### src/rtl/rsa_pkg.sv
`default_nettype none
// ----------------------------------------------------------------------------
// rsa_pkg : shared types and helpers for the Montgomery modexp engine
// Rev 1.0
// ----------------------------------------------------------------------------
package rsa_pkg;

  typedef enum logic [1:0] {
    ST_IDLE = 2'd0,
    ST_PRE  = 2'd1,
    ST_LOOP = 2'd2,
    ST_POST = 2'd3
  } state_e;

  typedef enum logic [2:0] {
    OP_ONE  = 3'd0,
    OP_BASE = 3'd1,
    OP_R2   = 3'd2,
    OP_PM   = 3'd3,
    OP_RM   = 3'd4
  } opsel_e;

  // One issue cycle plus a multiplier run of width+2 cycles.
  function automatic int phase_len(input int width);
    return width + 3;
  endfunction

endpackage
`default_nettype wire

### src/rtl/mmm_serial_unit.sv
`default_nettype none
// ----------------------------------------------------------------------------
// mmm_serial_unit : bit-serial Montgomery multiplier, r = a*b*2^-WIDTH mod n
// Rev 1.0
// ----------------------------------------------------------------------------
module mmm_serial_unit
  import rsa_pkg::*;
#(
  parameter int WIDTH = 8
) (
  input  logic             clk,
  input  logic             rstb,
  input  logic             ena,
  input  logic             clear,
  input  logic             start,
  input  logic [WIDTH-1:0] a,
  input  logic [WIDTH-1:0] b,
  input  logic [WIDTH-1:0] n,
  output logic [WIDTH-1:0] r,
  output logic             done
);

  // Iterations per product: the phase minus issue, load and subtract cycles.
  localparam int ITERS = phase_len(WIDTH) - 3;
  localparam int CW    = $clog2(ITERS + 1);
  localparam logic [CW-1:0] CNT_LAST = CW'(ITERS);

  logic [WIDTH-1:0] a_q, a_d;
  logic [WIDTH-1:0] b_q, b_d;
  logic [WIDTH-1:0] n_q, n_d;
  logic [WIDTH-1:0] r_q, r_d;
  logic [WIDTH+1:0] s_q, s_d;
  logic [CW-1:0]    cnt_q, cnt_d;
  logic             run_q, run_d;
  logic             done_q, done_d;

  logic [WIDTH+1:0] w_t;
  logic [WIDTH+1:0] w_u;
  logic [WIDTH+1:0] w_sub;

  always_comb begin
    a_d    = a_q;
    b_d    = b_q;
    n_d    = n_q;
    r_d    = r_q;
    s_d    = s_q;
    cnt_d  = cnt_q;
    run_d  = run_q;
    done_d = 1'b0;

    // S stays below 2N, so S + a_i*B + q*N < 4N fits in WIDTH+2 bits.
    w_t   = s_q + (a_q[0] ? {2'b00, b_q} : '0);
    w_u   = w_t + (w_t[0] ? {2'b00, n_q} : '0);
    w_sub = s_q - {2'b00, n_q};

    if (start && !run_q) begin
      a_d   = a;
      b_d   = b;
      n_d   = n;
      s_d   = '0;
      cnt_d = '0;
      run_d = 1'b1;
    end else if (run_q) begin
      if (cnt_q == CNT_LAST) begin
        r_d    = (s_q >= {2'b00, n_q}) ? w_sub[WIDTH-1:0] : s_q[WIDTH-1:0];
        run_d  = 1'b0;
        done_d = 1'b1;
      end else begin
        s_d   = w_u >> 1;
        a_d   = a_q >> 1;
        cnt_d = cnt_q + 1'b1;
      end
    end

    if (clear) begin
      a_d    = '0;
      b_d    = '0;
      n_d    = '0;
      r_d    = '0;
      s_d    = '0;
      cnt_d  = '0;
      run_d  = 1'b0;
      done_d = 1'b0;
    end
  end

  always_ff @(posedge clk or negedge rstb) begin
    if (!rstb) begin
      a_q    <= '0;
      b_q    <= '0;
      n_q    <= '0;
      r_q    <= '0;
      s_q    <= '0;
      cnt_q  <= '0;
      run_q  <= 1'b0;
      done_q <= 1'b0;
    end else if (ena) begin
      a_q    <= a_d;
      b_q    <= b_d;
      n_q    <= n_d;
      r_q    <= r_d;
      s_q    <= s_d;
      cnt_q  <= cnt_d;
      run_q  <= run_d;
      done_q <= done_d;
    end
  end

  assign r    = r_q;
  assign done = done_q;

endmodule
`default_nettype wire

### src/rtl/rsa_modexp_unit.sv
`default_nettype none
// ----------------------------------------------------------------------------
// rsa_modexp_unit : handshake-driven Montgomery modular exponentiation engine
// Rev 1.0
// ----------------------------------------------------------------------------
module rsa_modexp_unit
  import rsa_pkg::*;
#(
  parameter int WIDTH = 8
) (
  input  logic             clk,
  input  logic             rstb,
  input  logic             ena,
  input  logic             clear,
  input  logic             start,
  input  logic [WIDTH-1:0] base,
  input  logic [WIDTH-1:0] expo,
  input  logic [WIDTH-1:0] modulus,
  input  logic [WIDTH-1:0] r2,
  output logic [WIDTH-1:0] result,
  output logic             busy,
  output logic             done,
  output logic             err
);

  localparam logic [WIDTH-1:0] ONE = WIDTH'(1);

  state_e           state_q, state_d;
  logic             pend_q, pend_d;
  logic             mstart_q, mstart_d;
  logic [WIDTH-1:0] base_q, base_d;
  logic [WIDTH-1:0] expo_q, expo_d;
  logic [WIDTH-1:0] mod_q, mod_d;
  logic [WIDTH-1:0] r2_q, r2_d;
  logic [WIDTH-1:0] pm_q, pm_d;
  logic [WIDTH-1:0] rm_q, rm_d;
  logic [WIDTH-1:0] result_q, result_d;
  logic             busy_q, busy_d;
  logic             done_q, done_d;
  logic             err_q, err_d;

  opsel_e           sq_a_sel, sq_b_sel, mu_a_sel, mu_b_sel;
  logic [WIDTH-1:0] sq_a, sq_b, mu_a, mu_b, sq_r, mu_r;
  logic             sq_start, sq_done, mu_done, phase_done;

  function automatic logic [WIDTH-1:0] pick(input opsel_e sel,
                                            input logic [WIDTH-1:0] bv,
                                            input logic [WIDTH-1:0] rv,
                                            input logic [WIDTH-1:0] pv,
                                            input logic [WIDTH-1:0] mv);
    case (sel)
      OP_BASE: pick = bv;
      OP_R2:   pick = rv;
      OP_PM:   pick = pv;
      OP_RM:   pick = mv;
      default: pick = ONE;
    endcase
  endfunction

  always_comb begin
    sq_a_sel = OP_PM;
    sq_b_sel = OP_PM;
    mu_a_sel = OP_RM;
    mu_b_sel = OP_PM;
    case (state_q)
      ST_PRE: begin
        sq_a_sel = OP_BASE;
        sq_b_sel = OP_R2;
        mu_a_sel = OP_ONE;
        mu_b_sel = OP_R2;
      end
      ST_POST: begin
        mu_a_sel = OP_ONE;
        mu_b_sel = OP_RM;
      end
      default: ;
    endcase
    sq_a = pick(sq_a_sel, base_q, r2_q, pm_q, rm_q);
    sq_b = pick(sq_b_sel, base_q, r2_q, pm_q, rm_q);
    mu_a = pick(mu_a_sel, base_q, r2_q, pm_q, rm_q);
    mu_b = pick(mu_b_sel, base_q, r2_q, pm_q, rm_q);
  end

  // The square path sits out the final conversion phase.
  assign sq_start   = mstart_q && (state_q != ST_POST);
  assign phase_done = mu_done && (sq_done || (state_q == ST_POST));

  mmm_serial_unit #(.WIDTH(WIDTH)) u_sq (
    .clk(clk), .rstb(rstb), .ena(ena), .clear(clear), .start(sq_start),
    .a(sq_a), .b(sq_b), .n(mod_q), .r(sq_r), .done(sq_done)
  );

  mmm_serial_unit #(.WIDTH(WIDTH)) u_mu (
    .clk(clk), .rstb(rstb), .ena(ena), .clear(clear), .start(mstart_q),
    .a(mu_a), .b(mu_b), .n(mod_q), .r(mu_r), .done(mu_done)
  );

  always_comb begin
    state_d  = state_q;
    pend_d   = 1'b0;
    mstart_d = 1'b0;
    base_d   = base_q;
    expo_d   = expo_q;
    mod_d    = mod_q;
    r2_d     = r2_q;
    pm_d     = pm_q;
    rm_d     = rm_q;
    result_d = result_q;
    busy_d   = busy_q;
    done_d   = 1'b0;
    err_d    = err_q;

    case (state_q)
      ST_IDLE: begin
        // A captured request is qualified one cycle after the sampling edge.
        if (pend_q) begin
          if (!mod_q[0]) begin
            err_d    = 1'b1;
            done_d   = 1'b1;
            result_d = '0;
          end else begin
            err_d    = 1'b0;
            busy_d   = 1'b1;
            mstart_d = 1'b1;
            state_d  = ST_PRE;
          end
        end else if (start) begin
          base_d = base;
          expo_d = expo;
          mod_d  = modulus;
          r2_d   = r2;
          pend_d = 1'b1;
        end
      end
      ST_PRE: begin
        if (phase_done) begin
          pm_d     = sq_r;
          rm_d     = mu_r;
          mstart_d = 1'b1;
          state_d  = (expo_q == '0) ? ST_POST : ST_LOOP;
        end
      end
      ST_LOOP: begin
        if (phase_done) begin
          pm_d     = sq_r;
          if (expo_q[0]) rm_d = mu_r;
          expo_d   = expo_q >> 1;
          mstart_d = 1'b1;
          state_d  = (expo_q[WIDTH-1:1] == '0) ? ST_POST : ST_LOOP;
        end
      end
      ST_POST: begin
        if (phase_done) begin
          result_d = mu_r;
          done_d   = 1'b1;
          busy_d   = 1'b0;
          state_d  = ST_IDLE;
        end
      end
      default: state_d = ST_IDLE;
    endcase

    if (clear) begin
      state_d  = ST_IDLE;
      pend_d   = 1'b0;
      mstart_d = 1'b0;
      result_d = '0;
      busy_d   = 1'b0;
      done_d   = 1'b0;
      err_d    = 1'b0;
    end
  end

  always_ff @(posedge clk or negedge rstb) begin
    if (!rstb) begin
      state_q  <= ST_IDLE;
      pend_q   <= 1'b0;
      mstart_q <= 1'b0;
      base_q   <= '0;
      expo_q   <= '0;
      mod_q    <= '0;
      r2_q     <= '0;
      pm_q     <= '0;
      rm_q     <= '0;
      result_q <= '0;
      busy_q   <= 1'b0;
      done_q   <= 1'b0;
      err_q    <= 1'b0;
    end else if (ena) begin
      state_q  <= state_d;
      pend_q   <= pend_d;
      mstart_q <= mstart_d;
      base_q   <= base_d;
      expo_q   <= expo_d;
      mod_q    <= mod_d;
      r2_q     <= r2_d;
      pm_q     <= pm_d;
      rm_q     <= rm_d;
      result_q <= result_d;
      busy_q   <= busy_d;
      done_q   <= done_d;
      err_q    <= err_d;
    end
  end

  assign result = result_q;
  assign busy   = busy_q;
  assign done   = done_q;
  assign err    = err_q;

endmodule
`default_nettype wire

### config.mk
export PLATFORM = sky130hd
export DESIGN_NAME = rsa_modexp_unit
export DESIGN_NICKNAME = d
export VERILOG_FILES = /design/src/rtl/rsa_pkg.sv /design/src/rtl/mmm_serial_unit.sv /design/src/rtl/rsa_modexp_unit.sv
export SDC_FILE = /design/constraint.sdc
export NUM_CORES = 1
export LEC_CHECK = 0
export BUFFER_PORTS_ARGS = -buffer_cell sky130_fd_sc_hd__buf_2
export CAP_MARGIN = 20
export CORE_MARGIN = 3
export CORE_UTILIZATION = 54
export DETAILED_ROUTE_END_ITERATION = 8
export HOLD_SLACK_MARGIN = 0.1
export PLACE_DENSITY = 0.74
export SETUP_SLACK_MARGIN = 0.1
export SLEW_MARGIN = 20
export SYNTH_ARGS = -nofsm -noshare
export SYNTH_HDL_FRONTEND = slang
export SYNTH_SLANG_ARGS = --single-unit
### constraint.sdc
create_clock -name clk -period 7.65 [get_ports clk]
set_input_delay 0.3825 -clock clk [delete_from_list [all_inputs] [get_ports clk]]
set_output_delay 0.3825 -clock clk [all_outputs]
set_load 0.005 [all_outputs]
; Word-level counts from Yosys, hierarchy flattened
; Cells that the tools add are included.
[word_totals]
register_bits = 159
latchBits = 0
mem_bits_rw = 0
rom_bits = 0
in_bits = 37
n_memories = 0
[op_classes]
add_sub_neg = 8
n_mul = 0
n_div = 0
n_lt_le_gt_ge = 2
eq_ne = 37
n_shift = 0
n_mux = 112
n_bitwise = 1
n_reduce_logical = 39
[ops]
columns = operator, n
row1 = 2-to-1 mux 8 bit, 39
row2 = one-hot mux 8 bit (4 select lines), 4
row3 = 2-to-1 mux 10 bit, 8
row4 = one-hot mux 8 bit (2 select lines), 3
row5 = 2-to-1 mux 1 bit, 37
row6 = 2-to-1 mux 4 bit, 8
row7 = adder 10 bit, 2
row8 = adder 10 x 8 -> 10 bit, 2
row9 = greater-or-equal comparator 10 x 8 -> 1 bit, 2
row10 = AND reduction 5 bit, 4
row11 = nonzero test 2 bit, 10
row12 = equality test 3 x 2 -> 1 bit (second input constant), 6
row13 = != test 3 bit (second input constant), 6
row14 = != test 2 bit (second input constant), 8
row15 = subtractor 8 bit, 2
row16 = 2-to-1 mux 2 bit, 7
row17 = AND reduction 3 bit, 4
row18 = AND reduction 4 bit, 3
row19 = equality test 3 x 1 -> 1 bit (second input constant), 3
row20 = equality test 3 bit (second input constant), 3
row21 = nonzero test 3 bit, 3
row22 = adder 4 x 1 -> 4 bit (second input constant), 2
row23 = equality test 2 bit (second input constant), 4
row24 = equality test 4 bit (second input constant), 2
row25 = other kinds (17), 27

; Depth between registers and ports, before layout
[depth]
word_depth = 8
mapped_depth = 14
ltp_nobuf = 14

; Hierarchy
; Synthesis repeated with hierarchy kept, for this count alone.
[unflattened]
cells_unflattened = 919
area_unflattened_um2 = 9321.4
[by_module_without_submodules]
columns = mod, n_inst, cells_per_inst, area_each_um2, seq_area_each_um2
row1 = rsa_modexp_unit, 1, 296, 3226.8, 1576.5
row2 = mmm_serial_unit at u_mu, 1, 310, 3047.9, 1176.1
row3 = mmm_serial_unit at u_sq, 1, 313, 3046.7, 1176.1

; Worst setup path after synthesis
; Ideal clock, no wire load.
[synth_timing]
path_kind = flip-flop to flip-flop
startpoint = reg u_mu.a_q[0]
endpoint = reg u_mu.s_q[8]
arrival_time_ns = 3.052
required_time_ns = 7.524
setup_slack_ns = 4.472
path_stages_with_launch = 15
cell_sequence = dfrtp_1 > and2_1 > ha_1 > inv_1 > fa_1 > nor2b_1 > o21a_1 > nor2_1 > xnor2_1 > ha_1 > a21o_1 > a31o_2 > a41o_1 > o2111a_1 > a221o_1
[synth_between]
elab_chain_cells = 8
[synth_lines]
columns = element, line
row1 = "start, declared", mmm_serial_unit.sv:28  ; logic [WIDTH-1:0] a_q, a_d;
row2 = "start signal, assigned", mmm_serial_unit.sv:89  ; a_q <= '0;
row3 = "start signal, assigned", mmm_serial_unit.sv:98  ; a_q <= a_d;
row4 = 2-to-1 mux 8 bit (*), mmm_serial_unit.sv:52  ; w_t = s_q + (a_q[0] ? {2'b00, b_q} : '0);
row5 = adder 10 x 8 -> 10 bit (*), mmm_serial_unit.sv:52
row6 = 2-to-1 mux 8 bit, mmm_serial_unit.sv:53  ; w_u = w_t + (w_t[0] ? {2'b00, n_q} : '0);
row7 = adder 10 bit (*), mmm_serial_unit.sv:53
row8 = 2-to-1 mux 10 bit (*), mmm_serial_unit.sv:64  ; if (cnt_q == CNT_LAST) begin
row9 = 2-to-1 mux 10 bit (*), mmm_serial_unit.sv:63  ; end else if (run_q) begin
row10 = 2-to-1 mux 10 bit (*), mmm_serial_unit.sv:56  ; if (start && !run_q) begin
row11 = 2-to-1 mux 10 bit (*), mmm_serial_unit.sv:75  ; if (clear) begin
row12 = "end signal, assigned", mmm_serial_unit.sv:93  ; s_q <= '0;
row13 = "end signal, assigned", mmm_serial_unit.sv:102  ; s_q <= s_d;
row14 = "end, declared", mmm_serial_unit.sv:32  ; logic [WIDTH+1:0] s_q, s_d;
; Every way passes the cells marked *; elsewhere a longest branch is shown, timed or not. The select of a mux whose other input is x is not followed.
; A chain may end at the register's enable or synchronous reset.

; Final worst setup path
; Same ends and word-level chain as after synthesis.

==> impl_summary.txt <==
----------------------------------------------------
[Place]
  HPWL Detailed ... 16200 µm
  Placed instance count ... 1166
  Number of port buffers ... 47
  Placed cell area ... 9570 µm²
  Final estimated routing congestion in global placement ... 0.882

[Yosys]
  Compound-Gate Fraction of Synth Area ... 19.0%
  Xor and xnor fraction of the mapped netlist area ... 3.78%
  Netlist cell types ... 69
  Post-synthesis mux area share ... 6.03%
  Synthesized Nets ... 1030
  Synth cell count leaders ... sky130_fd_sc_hd__dfrtp_1 (157), sky130_fd_sc_hd__nand2_1 (118), sky130_fd_sc_hd__ha_1 (59), sky130_fd_sc_hd__o21ai_0 (59), sky130_fd_sc_hd__a21oi_1 (51)
  Simple-gate share of the synthesized area ... 15.5%
  Instance count of the mapped netlist ... 928
  Most frequent cell after synthesis ... sky130_fd_sc_hd__dfrtp_1
  Adder and majority cell fraction of the synthesized area ... 9.36%
  Number of storage elements in the synthesis netlist ... 157
  Number of warnings reported in the yosys synthesis log ... 0
  Post-synthesis cell area ... 9170 µm²
  Main combinational cell family by area after synthesis ... compound AO/OA/AOI/OAI gates
  Asr flop ratio synth ... 100%
  Synth top area share ... 42.9%
  Average size of a mapped cell ... 9.88 µm²
  Commonest register cell after synthesis ... sky130_fd_sc_hd__dfrtp_1
  Ranking of synthesized cells by area ... sky130_fd_sc_hd__dfrtp_1 (43%), sky130_fd_sc_hd__ha_1 (8.1%), sky130_fd_sc_hd__mux2_2 (5.2%)
  Proportion of synthesized chip area in sequential cells ... 42.9%
  Most area-hungry cell type in the Yosys netlist ... sky130_fd_sc_hd__dfrtp_1
  Post-synth EDFFs ... 0

[STA]
  Fin Clk Skew ... 0.00969 ns
  Number of hold-slack violations in the final timing report ... 0
  Part of the cycle the worst path needs ... 45.3%
  Tightest Pin Transition ... 1.06 ns
  Final number of setup-violating endpoints ... 0
  Number of max-slew violations in the final report ... 0
  Max-Slew Margin vs Limit ... 29.6%
  RSZ-0062 raised after global routing ... no
  Fmax ... 0.289 GHz
  Setup Total Neg Slack ... 0 ns
  Shortest period the worst path allows ... 3.46 ns

[Critical path]
  Critical path fanouts, max ... 9
  Crit Path Category ... reg2reg
  Worst Reg2Reg Path Length in Cells ... 14
  Worst R2R Setup Slack ... 4.19 ns
  Largest incremental delay on the critical path ... 0.44 ns
  Crit path buf inv count ... 1
  Kind of end point of the critical path ... flip-flop
  Category of the worst setup path launch point ... flip-flop
  Worst setup startpoint ... u_mu.a_q[0]
  Arrival time at the worst endpoint ... 3.77 ns
  Crit path capture ... u_mu.s_q[8]
  Slowest library cell on the worst path ... sky130_fd_sc_hd__dfrtp_1
  Crit-path cells ... and2_1 > ha_1 > inv_1 > fa_1 > nor2b_1 > o21a_1 > nor2_1 > xnor2_1 > ha_1 > a21o_1 > a31o_2 > a41o_1 > o2111a_1 > a221o_1
  Critical Path RT ... 7.96 ns
  Destination of the worst register-to-register timing path ... u_mu.s_q[8]
  Largest delay contributor family on the critical path ... compound AO/OA/AOI/OAI gates
  Number of cells on the critical path ... 14
  Dominant cell type by count on the critical path ... sky130_fd_sc_hd__ha_1
  Startpoint of the lowest-slack register-to-register path ... u_mu.a_q[0]

[Finish]
  Fill cell count ... 1401
  Total inserted antenna cells ... 0
  Footprint of the multi-input gates ... 4920 µm²
  Final design utilization ... 61.5%
  Storage cell area ... 3930 µm²
  Total Nets Final ... 1069
  Proportion of layout cells with a drive suffix above 1 ... 14.6%
  Post-layout instance count excluding filler cells ... 1200
  Area of all placed cells without fillers ... 10200 µm²
  Area growth, synth to finish ... 11.3%

[Global route]
  Pin count of the biggest net entering global routing ... 82
  GR Util All Layers ... 24.9%
  Leftover overflow at the end of global routing ... 0
  Wire length of the first global-routing pass ... 36100 µm
  Vias in the first global route ... 6867
  Number of antenna violations at the first check in global routing ... 0

[Route]
  Total wire length after detailed routing ... 22200 µm
  DRT antenna net count ... 0
  Post-detailed-route wirelength per cell ... 18.5 µm
  Via density ... 5.98
  Drc violations ... 0
  Vias after detailed routing ... 7174
  Initial drt markers ... 606
  Iteration count of the initial detailed-routing pass ... 9

[Power]
  Cell Pwr Density ... 255 nW/µm²
  Peak supply drop ... 0.217 mV
  Leakage component of the power ... 4.79 nW

[Clocking]
  Root Buffer Master ... sky130_fd_sc_hd__clkbuf_16
  Inserted Clock Buffers ... 17
  Buffer count from post-CTS setup fixing ... 0
  H-tree level count ... 4
  TritonCTS clock tree ... done
  CTS Buffer Depth ... 2
  Clock transition at the registers of the reported paths ... 0.07 ns
  Clock insertion delay at the later pin of the skew report ... 0.43 ns
  TritonCTS Sinks ... 157

[Die]
  Die Span Y ... 136 µm
  Die area ... 18600 µm²
  Horizontal die dimension ... 136 µm
  Initial core utilization ... 55.3%
  Floorplan Core Area ... 16600 µm²
  Row count ... 47
  Top-Level Pins ... 48

[Hold path]
  Worst Hold Class ... in2reg

[Job]
  Number of max-capacitance violations reported ... 0

[Outcome]
  Outcome ... completed

----------------------------------------------------
==> per-stage QoR <==
| stage | setup WS (ns) | power, mW | hold WS [ns] |
|---|---|---|---|
| floorplan | 4.47 | 1.53 | 0.0869 |
| global placement | 4.35 | 1.70 | 0.450 |
| detailed placement | 4.22 | 1.71 | 0.462 |
| CTS | 4.20 | 2.60 | 0.170 |
| global route | 4.02 | 2.73 | 0.173 |
| finish | 4.19 | 2.60 | 0.182 |
==> power breakdown <==
part           total (mW)  internal (mW)  leakage [nW]  switching (mW)
combinational       0.633          0.270          2.39           0.362
clock               0.881          0.519         0.295           0.362
sequential           1.08          0.946          2.11           0.137
==> logic make-up (layout without fill, tap and decap cells) <==
family / after synthesis / count (layout)
flops: 157 / 157
xor+xnor: 38 / 38
simple gates: 290 / 290
mux: 50 / 50
buf+inv: 79 / 131
compound gates: 249 / 249
fa+ha+maj: 65 / 65
==> worst reg2reg max path, delay by kind of cell, from the launching register on <==
kind,cells,cell delay [ns]
xor+xnor,1,0.12
buf+inv,1,0.08
fa+ha+maj,3,0.96
flops,1,0.44
compound gates,6,1.34
simple gates,3,0.39
==> sequential cells by signal, indices dropped and copies added, names as in the netlist, 2 cells and up <==
register and count:
u_mu.r 8, state_q 2, pm_q 8, result 8
u_mu.cnt_q 4, rm_q 8, u_sq.n_q 8, u_sq.a_q 8
u_sq.b_q 8, mod_q 8, u_sq.s_q 9, expo_q 8
r2_q 8, u_sq.r 8, u_mu.b_q 8, u_sq.cnt_q 4
u_mu.s_q 9, base_q 8, u_mu.n_q 8, u_mu.a_q 8
==> timing repair <==
item	CTS	global route
resized for setup	0	0
endpoints found under the hold margin	76	0
hold buffers	1	0
==> cell usage in the layout, fill, tap and decap left out, drive strengths merged, types with 6 or more instances in the layout <==
cell	instances
a31oi	8
nand3	13
nand2b	14
buf	51
inv	53
xor2	11
nand2	118
nand4	17
a22oi	6
nor3	11
clkbuf	17
a21o	22
nor2b	16
nor2	41
a222oi	9
a221o	9
mux2i	8
fa	6
mux2	42
nand3b	9
o31ai	7
and2	37
a21oi	52
ha	59
o311ai	6
dfrtp	157
o211ai	10
o21ai	64
xnor2	26
a22o	16
==> worst min-delay path by stage <==
| stage | startpoint | to | slack (ns) | depth (start not counted) |
|---|---|---|---|---|
| final | base[5] | base_q[5] | 0.18 | 2 |
| after detailed placement | rstb | u_mu.r[2] | 0.46 | 1 |
| after global placement | rstb | u_mu.r[2] | 0.45 | 1 |
| after floorplan | rstb | base_q[0] | 0.09 | 0 |
| after CTS | base[1] | base_q[1] | 0.17 | 2 |
| after global routing | base[2] | base_q[2] | 0.17 | 2 |
==> metal layers <==
layer | global-route usage, % | up-vias | wire length (µm)
met4 | 8.17 | 0 | 509
met1 | 35.8 | 3518 | 10200
met3 | 5.03 | 37 | 1200
met5 | 0 | - | 0
li1 | - | 3412 | -
met2 | 38.0 | 207 | 10300
==> area by class of cell <==
type | count | share of cell area [%]
Clock buffer | 17 | 4.17
Timing Repair Buffer | 52 | 2.80
Clock inverter | 15 | 1.82
Multi-Input combinational cell | 692 | 48.3
Inverter | 47 | 1.73
Tap cell | 220 | 2.70
Sequential cell | 157 | 38.5
Note: power is estimated with default switching activity, not from simulation.
